**src/rtl/filter_luma_8tap.sv**
```systemverilog
// Eight-tap luma interpolation filter shared by FLUX interleaved data fluxes.
// Three-stage pipeline (operands, products, shifted sum) that freezes as a whole on output backpressure.
module filter_luma_8tap #(
  parameter int FLUX        = 2,
  parameter int PIX_WIDTH   = 8,
  parameter int COEFF_WIDTH = 9,
  parameter int OUT_WIDTH   = 16,
  parameter int SHIFT       = 0,
`ifdef MONO
  localparam int TAG_WIDTH  = 0
`else
  localparam int TAG_WIDTH  = $clog2(FLUX)
`endif
) (
  input  logic                             clk,
  input  logic                             rst_n,

  input  logic [FLUX-1:0]                  read_port_p0_empty,
  output logic [FLUX-1:0]                  read_port_p0_read,
  input  logic [TAG_WIDTH+PIX_WIDTH-1:0]   read_port_p0_dout,
  input  logic [FLUX-1:0]                  read_port_p1_empty,
  output logic [FLUX-1:0]                  read_port_p1_read,
  input  logic [TAG_WIDTH+PIX_WIDTH-1:0]   read_port_p1_dout,
  input  logic [FLUX-1:0]                  read_port_p2_empty,
  output logic [FLUX-1:0]                  read_port_p2_read,
  input  logic [TAG_WIDTH+PIX_WIDTH-1:0]   read_port_p2_dout,
  input  logic [FLUX-1:0]                  read_port_p3_empty,
  output logic [FLUX-1:0]                  read_port_p3_read,
  input  logic [TAG_WIDTH+PIX_WIDTH-1:0]   read_port_p3_dout,
  input  logic [FLUX-1:0]                  read_port_p4_empty,
  output logic [FLUX-1:0]                  read_port_p4_read,
  input  logic [TAG_WIDTH+PIX_WIDTH-1:0]   read_port_p4_dout,
  input  logic [FLUX-1:0]                  read_port_p5_empty,
  output logic [FLUX-1:0]                  read_port_p5_read,
  input  logic [TAG_WIDTH+PIX_WIDTH-1:0]   read_port_p5_dout,
  input  logic [FLUX-1:0]                  read_port_p6_empty,
  output logic [FLUX-1:0]                  read_port_p6_read,
  input  logic [TAG_WIDTH+PIX_WIDTH-1:0]   read_port_p6_dout,
  input  logic [FLUX-1:0]                  read_port_p7_empty,
  output logic [FLUX-1:0]                  read_port_p7_read,
  input  logic [TAG_WIDTH+PIX_WIDTH-1:0]   read_port_p7_dout,

  input  logic [FLUX-1:0]                  read_port_c0_empty,
  output logic [FLUX-1:0]                  read_port_c0_read,
  input  logic [TAG_WIDTH+COEFF_WIDTH-1:0] read_port_c0_dout,
  input  logic [FLUX-1:0]                  read_port_c1_empty,
  output logic [FLUX-1:0]                  read_port_c1_read,
  input  logic [TAG_WIDTH+COEFF_WIDTH-1:0] read_port_c1_dout,
  input  logic [FLUX-1:0]                  read_port_c2_empty,
  output logic [FLUX-1:0]                  read_port_c2_read,
  input  logic [TAG_WIDTH+COEFF_WIDTH-1:0] read_port_c2_dout,
  input  logic [FLUX-1:0]                  read_port_c3_empty,
  output logic [FLUX-1:0]                  read_port_c3_read,
  input  logic [TAG_WIDTH+COEFF_WIDTH-1:0] read_port_c3_dout,
  input  logic [FLUX-1:0]                  read_port_c4_empty,
  output logic [FLUX-1:0]                  read_port_c4_read,
  input  logic [TAG_WIDTH+COEFF_WIDTH-1:0] read_port_c4_dout,
  input  logic [FLUX-1:0]                  read_port_c5_empty,
  output logic [FLUX-1:0]                  read_port_c5_read,
  input  logic [TAG_WIDTH+COEFF_WIDTH-1:0] read_port_c5_dout,
  input  logic [FLUX-1:0]                  read_port_c6_empty,
  output logic [FLUX-1:0]                  read_port_c6_read,
  input  logic [TAG_WIDTH+COEFF_WIDTH-1:0] read_port_c6_dout,
  input  logic [FLUX-1:0]                  read_port_c7_empty,
  output logic [FLUX-1:0]                  read_port_c7_read,
  input  logic [TAG_WIDTH+COEFF_WIDTH-1:0] read_port_c7_dout,

  input  logic [FLUX-1:0]                  write_port_out_full,
  output logic                             write_port_out_write,
  output logic [TAG_WIDTH+OUT_WIDTH-1:0]   write_port_out_din
);

  localparam int TW         = (TAG_WIDTH > 0) ? TAG_WIDTH : 1;
  localparam int PROD_WIDTH = PIX_WIDTH + COEFF_WIDTH;
  localparam int SUM_WIDTH  = PROD_WIDTH + 3;

  logic [PIX_WIDTH-1:0]          pix_in [8];
  logic [COEFF_WIDTH-1:0]        coeff_in [8];
  logic [FLUX-1:0]               any_empty;
  logic [FLUX-1:0]               eligible;
  logic                          sel_found;
  logic [TW-1:0]                 sel_idx;
  logic                          advance;
  logic                          issue;
  logic                          full_at_tag3;
  logic [FLUX-1:0]               read_vec;
  logic                          unused_tag_bits;

  logic                          v1, v2, v3;
  logic [TW-1:0]                 tag1, tag2, tag3;
  logic [PIX_WIDTH-1:0]          p1 [8];
  logic [COEFF_WIDTH-1:0]        c1 [8];
  logic signed [PROD_WIDTH-1:0]  prod1 [8];
  logic signed [PROD_WIDTH-1:0]  prod2 [8];
  logic signed [SUM_WIDTH-1:0]   sum2;
  logic signed [SUM_WIDTH-1:0]   shifted2;
  logic [OUT_WIDTH-1:0]          y2, y3;

  // Tag bits of the incoming words are never compared; only the data fields are kept.
  assign pix_in[0]   = read_port_p0_dout[PIX_WIDTH-1:0];
  assign pix_in[1]   = read_port_p1_dout[PIX_WIDTH-1:0];
  assign pix_in[2]   = read_port_p2_dout[PIX_WIDTH-1:0];
  assign pix_in[3]   = read_port_p3_dout[PIX_WIDTH-1:0];
  assign pix_in[4]   = read_port_p4_dout[PIX_WIDTH-1:0];
  assign pix_in[5]   = read_port_p5_dout[PIX_WIDTH-1:0];
  assign pix_in[6]   = read_port_p6_dout[PIX_WIDTH-1:0];
  assign pix_in[7]   = read_port_p7_dout[PIX_WIDTH-1:0];
  assign coeff_in[0] = read_port_c0_dout[COEFF_WIDTH-1:0];
  assign coeff_in[1] = read_port_c1_dout[COEFF_WIDTH-1:0];
  assign coeff_in[2] = read_port_c2_dout[COEFF_WIDTH-1:0];
  assign coeff_in[3] = read_port_c3_dout[COEFF_WIDTH-1:0];
  assign coeff_in[4] = read_port_c4_dout[COEFF_WIDTH-1:0];
  assign coeff_in[5] = read_port_c5_dout[COEFF_WIDTH-1:0];
  assign coeff_in[6] = read_port_c6_dout[COEFF_WIDTH-1:0];
  assign coeff_in[7] = read_port_c7_dout[COEFF_WIDTH-1:0];

  assign unused_tag_bits = ^{read_port_p0_dout, read_port_p1_dout, read_port_p2_dout,
                             read_port_p3_dout, read_port_p4_dout, read_port_p5_dout,
                             read_port_p6_dout, read_port_p7_dout, read_port_c0_dout,
                             read_port_c1_dout, read_port_c2_dout, read_port_c3_dout,
                             read_port_c4_dout, read_port_c5_dout, read_port_c6_dout,
                             read_port_c7_dout};

  assign any_empty = read_port_p0_empty | read_port_p1_empty | read_port_p2_empty |
                     read_port_p3_empty | read_port_p4_empty | read_port_p5_empty |
                     read_port_p6_empty | read_port_p7_empty | read_port_c0_empty |
                     read_port_c1_empty | read_port_c2_empty | read_port_c3_empty |
                     read_port_c4_empty | read_port_c5_empty | read_port_c6_empty |
                     read_port_c7_empty;
  assign eligible  = ~any_empty;

  // Scanning downward lets the lowest eligible flux win the fixed priority.
  always_comb begin
    sel_found = 1'b0;
    sel_idx   = '0;
    for (int i = FLUX - 1; i >= 0; i--) begin
      if (eligible[i]) begin
        sel_found = 1'b1;
        sel_idx   = TW'(i);
      end
    end
  end

  assign full_at_tag3 = write_port_out_full[tag3];
  assign advance      = !v3 || !full_at_tag3;
  assign issue        = rst_n && advance && sel_found;

  always_comb begin
    read_vec = '0;
    if (issue) read_vec[sel_idx] = 1'b1;
  end

  assign read_port_p0_read = read_vec;
  assign read_port_p1_read = read_vec;
  assign read_port_p2_read = read_vec;
  assign read_port_p3_read = read_vec;
  assign read_port_p4_read = read_vec;
  assign read_port_p5_read = read_vec;
  assign read_port_p6_read = read_vec;
  assign read_port_p7_read = read_vec;
  assign read_port_c0_read = read_vec;
  assign read_port_c1_read = read_vec;
  assign read_port_c2_read = read_vec;
  assign read_port_c3_read = read_vec;
  assign read_port_c4_read = read_vec;
  assign read_port_c5_read = read_vec;
  assign read_port_c6_read = read_vec;
  assign read_port_c7_read = read_vec;

  // Pixels are unsigned, so they get a zero sign bit before the signed multiply.
  always_comb begin
    for (int k = 0; k < 8; k++) begin
      prod1[k] = $signed(PROD_WIDTH'({1'b0, p1[k]})) *
                 $signed(PROD_WIDTH'($signed(c1[k])));
    end
  end

  always_comb begin
    sum2 = '0;
    for (int k = 0; k < 8; k++) begin
      sum2 = sum2 + SUM_WIDTH'(prod2[k]);
    end
    shifted2 = sum2 >>> SHIFT;
    y2       = OUT_WIDTH'(shifted2);
  end

  // All three stages move in lockstep; a full head sample freezes everything behind it.
  always_ff @(posedge clk) begin
    if (!rst_n) begin
      v1   <= 1'b0;
      v2   <= 1'b0;
      v3   <= 1'b0;
      tag1 <= '0;
      tag2 <= '0;
      tag3 <= '0;
      y3   <= '0;
      for (int k = 0; k < 8; k++) begin
        p1[k]    <= '0;
        c1[k]    <= '0;
        prod2[k] <= '0;
      end
    end else if (advance) begin
      v1 <= issue;
      if (issue) begin
        tag1 <= sel_idx;
        for (int k = 0; k < 8; k++) begin
          p1[k] <= pix_in[k];
          c1[k] <= coeff_in[k];
        end
      end
      v2   <= v1;
      tag2 <= tag1;
      for (int k = 0; k < 8; k++) begin
        prod2[k] <= prod1[k];
      end
      v3   <= v2;
      tag3 <= tag2;
      y3   <= y2;
    end
  end

  assign write_port_out_write = rst_n && v3 && !full_at_tag3;

  generate
    if (TAG_WIDTH > 0) begin : g_tagged
      assign write_port_out_din = {tag3[TAG_WIDTH-1:0], y3};
    end else begin : g_mono
      assign write_port_out_din = y3;
    end
  endgenerate

endmodule

```
**config.mk**
```make
export PLATFORM = sky130hd
export DESIGN_NAME = filter_luma_8tap
export DESIGN_NICKNAME = d
export VERILOG_FILES = /design/src/rtl/filter_luma_8tap.sv
export SDC_FILE = /design/constraint.sdc
export NUM_CORES = 2
export LEC_CHECK = 0
export BUFFER_PORTS_ARGS = -buffer_cell sky130_fd_sc_hd__buf_2
export CAP_MARGIN = 5
export CORE_UTILIZATION = 60
export CTS_CLUSTER_DIAMETER = 40
export CTS_CLUSTER_SIZE = 30
export DETAILED_ROUTE_END_ITERATION = 6
export PLACE_DENSITY = 0.8
export RECOVER_POWER = 50
export SLEW_MARGIN = 15
export SYNTH_ARGS = -nofsm -noshare
export SYNTH_HDL_FRONTEND = slang
export SYNTH_SLANG_ARGS = --single-unit
```
**constraint.sdc**
```tcl
create_clock -name clk -period 10.7 [get_ports clk]
set_input_delay 2.14 -clock clk [delete_from_list [all_inputs] [get_ports clk]]
set_output_delay 2.14 -clock clk [all_outputs]
set_load 0.01 [all_outputs]
```
==> metrics.md <==
| Metric | Value |
|---|---|
| CORE AREA | 0.0516 mm2 |
| Die ar. | around 0.054 mm2 |
| Share of layout cells above drive strength 1 | around 9.7% |
| Total wire length | just under 70 mm |
| DR pass1 iterations | 6 |
| YS warnings | 0 |
| Clk buf depth | 3 |
| NumNets Final | roughly 4200 |
| Final hold violations | 0 |
| EDFF count, synth | around 260 |
| Die X | between 200 and 250 um |
| Post-CTS setup buffers | 0 |
| First-pass GRT wire length | ~110 mm |
| Routed wire per std cell | roughly 17 um |
| Status | complete, but fails checks |
| Synthesis-stage register bit count | roughly 290 |
| Vias per cell | 5.45 |
| Gr ovfl total | 0 |
| RePlAce Congestion | approximately 0.9 |
| CTS root buffer | clkbuf_16 |
| Antenna violations before repair | 0 |
| CP arrival | 7.81 ns |
| FP Rows | 83 |
| Number of fill cells | roughly 3800 |
| Rel. slew slack | -81.3% |
| Reg2Reg Setup Slack | around 5.4 ns |
| Period utilisation layout | between 70% and 80% |
| Largest cells by area after synthesis | fa_1 (27%), edfxtp_1 (25%), ha_1 (15%) |
| Total CTS buffers | 47 |
| Die Y | about 230 um |
| Via count | around 21000 |
| Cts hold-fix bufs | 0 |
| Synth cell types | approximately 50 |
| Slew Limit Fails | approximately 240 |
| Leading cell type in the layout, fill and taps excluded | inv_1 |
| Post-route ant nets | 0 |
| Crit Path Class | in -> reg |
| Share of the synthesized area in the top cell type | a little over a quarter |
| Clock-pin slew on the worst setup and hold paths | approximately 0.06 ns |
| Synth-to-layout area growth | 10.3% |
| HP Class | reg -> reg |
| Post_cts resized | 0 |
| Period minus WS final | 7.81 ns |
| Later-pin clock latency in the skew report | just under 0.6 ns |
| Least-Margin Pin Slew | ~2.7 ns |
| Peak Freq | around 0.13 GHz |
| H-tree lvl count | 2 |
| Input/output buffers | 221 |
| Cells after Synth | 2967 |
| Tot GR Track Use | between 20 and 30% |
| Initial Util | approximately three fifths |
| Ant diodes | 0 |
| I/O pins | roughly 240 |
| Max_cap viols | 4 |
| Largest net degree at the start of global routing | 105 |
| Most frequent cells in the layout | inv_1 (516), fa_1 (431), and2_1 (378) |
| Post-route setup TNS | 0 ns |
| Skew final | ~0.022 ns |
| Cell area after synthesis | around 0.032 mm2 |
| Starting DRC count in detailed routing | about 1000 |
| Setup violators final | 0 |
| Failing checks | capacitance limit, slew limit |
| Num Clock Sinks | roughly 290 |
| RSZ-0062 raised after global routing | false |
| Mapped Nets | roughly 4000 |
| Critical path data required time | between 10 and 15 ns |
| Biggest area consumer among synthesized cells | fa_1 |
| Worst Path Max Fanout | 68 |
| CP Capture Type | flip-flop |
| Hpwl dp | approximately 54 mm |
| Register area share after synthesis | a little over a quarter |
| CP startpoint kind | primary input |
| Vias in the first global route | ~23000 |
| Ys async rst share | 0% |
| Top_reg_cell synth | edfxtp_1 |
| Synth Area per Inst | about 11 um2 |
| Residual DRC | 0 |
| CTS tree | done |
[kinds of logic after synthesis]
| logic type | share of synthesized area [%] |
|---|---|
| buf+inv | 7.35 |
| mux | 0.0793 |
| compound gates | 4.14 |
| flops | 26.5 |
| fa+ha+maj | 41.9 |
| xor+xnor | 3.28 |
| simple gates | 16.7 |
[layout make-up]
cell class	count	area [um2]	share of cell area (%)
clock buffer	50	1220	3.50
sequential	286	8370	24.0
timing repair buffer	228	1130	3.24
clock inverter	38	430	1.24
multi-input combinational	2097	20900	60.0
tap	680	851	2.44
inverter	517	1940	5.58
[critical path: stages]
cell and delay, ns:
buf_2 0.07, clkbuf_1 1.31, nand2_1 0.24, nor2b_2 0.17, buf_4 0.29, clkinvlp_2 2.10
clkbuf_2 1.41
[registers in the layout (all words and copies together) (netlist names)]
register and flops:
prod2 128, c1 72, p1 64, y3 16, tag1 1, tag2 1
tag3 1, v1 1, v2 1, v3 1
[synthesized netlist by cell type (2+ instances only)]
| library cell | n |
|---|---|
| a2111oi_1 | 5 |
| a211oi_1 | 6 |
| a21o_1 | 24 |
| a21oi_1 | 67 |
| a22o_1 | 8 |
| a31oi_1 | 3 |
| a41oi_1 | 2 |
| and2_1 | 490 |
| and3_1 | 8 |
| buf_2 | 2 |
| buf_4 | 32 |
| clkbuf_1 | 27 |
| clkbuf_2 | 5 |
| dfxtp_1 | 22 |
| edfxtp_1 | 264 |
| fa_1 | 431 |
| ha_1 | 368 |
| inv_1 | 517 |
| nand2_1 | 237 |
| nand2b_1 | 23 |
| nand3_1 | 4 |
| nand4_1 | 3 |
| nor2_1 | 78 |
| nor2b_1 | 58 |
| nor3_1 | 27 |
| nor3b_1 | 2 |
| nor4_1 | 14 |
| o21a_1 | 13 |
| o21ai_0 | 40 |
| o21bai_1 | 16 |
| o31a_1 | 2 |
| o31ai_1 | 12 |
| or2_2 | 12 |
| or3_1 | 14 |
| xnor2_1 | 92 |
| xor2_1 | 26 |
[worst paths after layout]
path | from | cells past startpoint | endpoint
worst max-delay path | rst_n | 7 | prod2[1][3]
worst min-delay path | y3[7] | 2 | y3[7]
worst max register to register | p1[1][22] | 16 | prod2[1][49]
worst min register to register | y3[7] | 2 | y3[7]
[per-layer routing]
metal | share of wire (%) | up-vias | wire, um | track usage [%]
li1 | - | 9812 | - | -
met1 | 41 | 10700 | 27500 | 34.3
met2 | 51 | 583 | 34400 | 47.4
met3 | 5.4 | 108 | 3620 | 3.27
met4 | 2.7 | 0 | 1790 | 8.46
met5 | 0 | - | 0 | 0
[metrics by stage]
step	setup WS, ns	hold WS, ns	cells	util, %	area, um2
2_1_floorplan	4.98	0.422	2967	-	31600
3_3_place_gp	4.50	0.435	3808	64.3	33200
3_5_place_dp	4.46	0.441	3808	64.3	33200
4_1_cts	4.43	0.454	3896	67.5	34900
5_1_grt	2.31	0.491	3896	67.4	34800
6_report	2.89	0.455	3896	67.4	34800
Power is not shown: default switching activity piles up to over one toggle a cycle in this logic, so the estimate is an artifact.
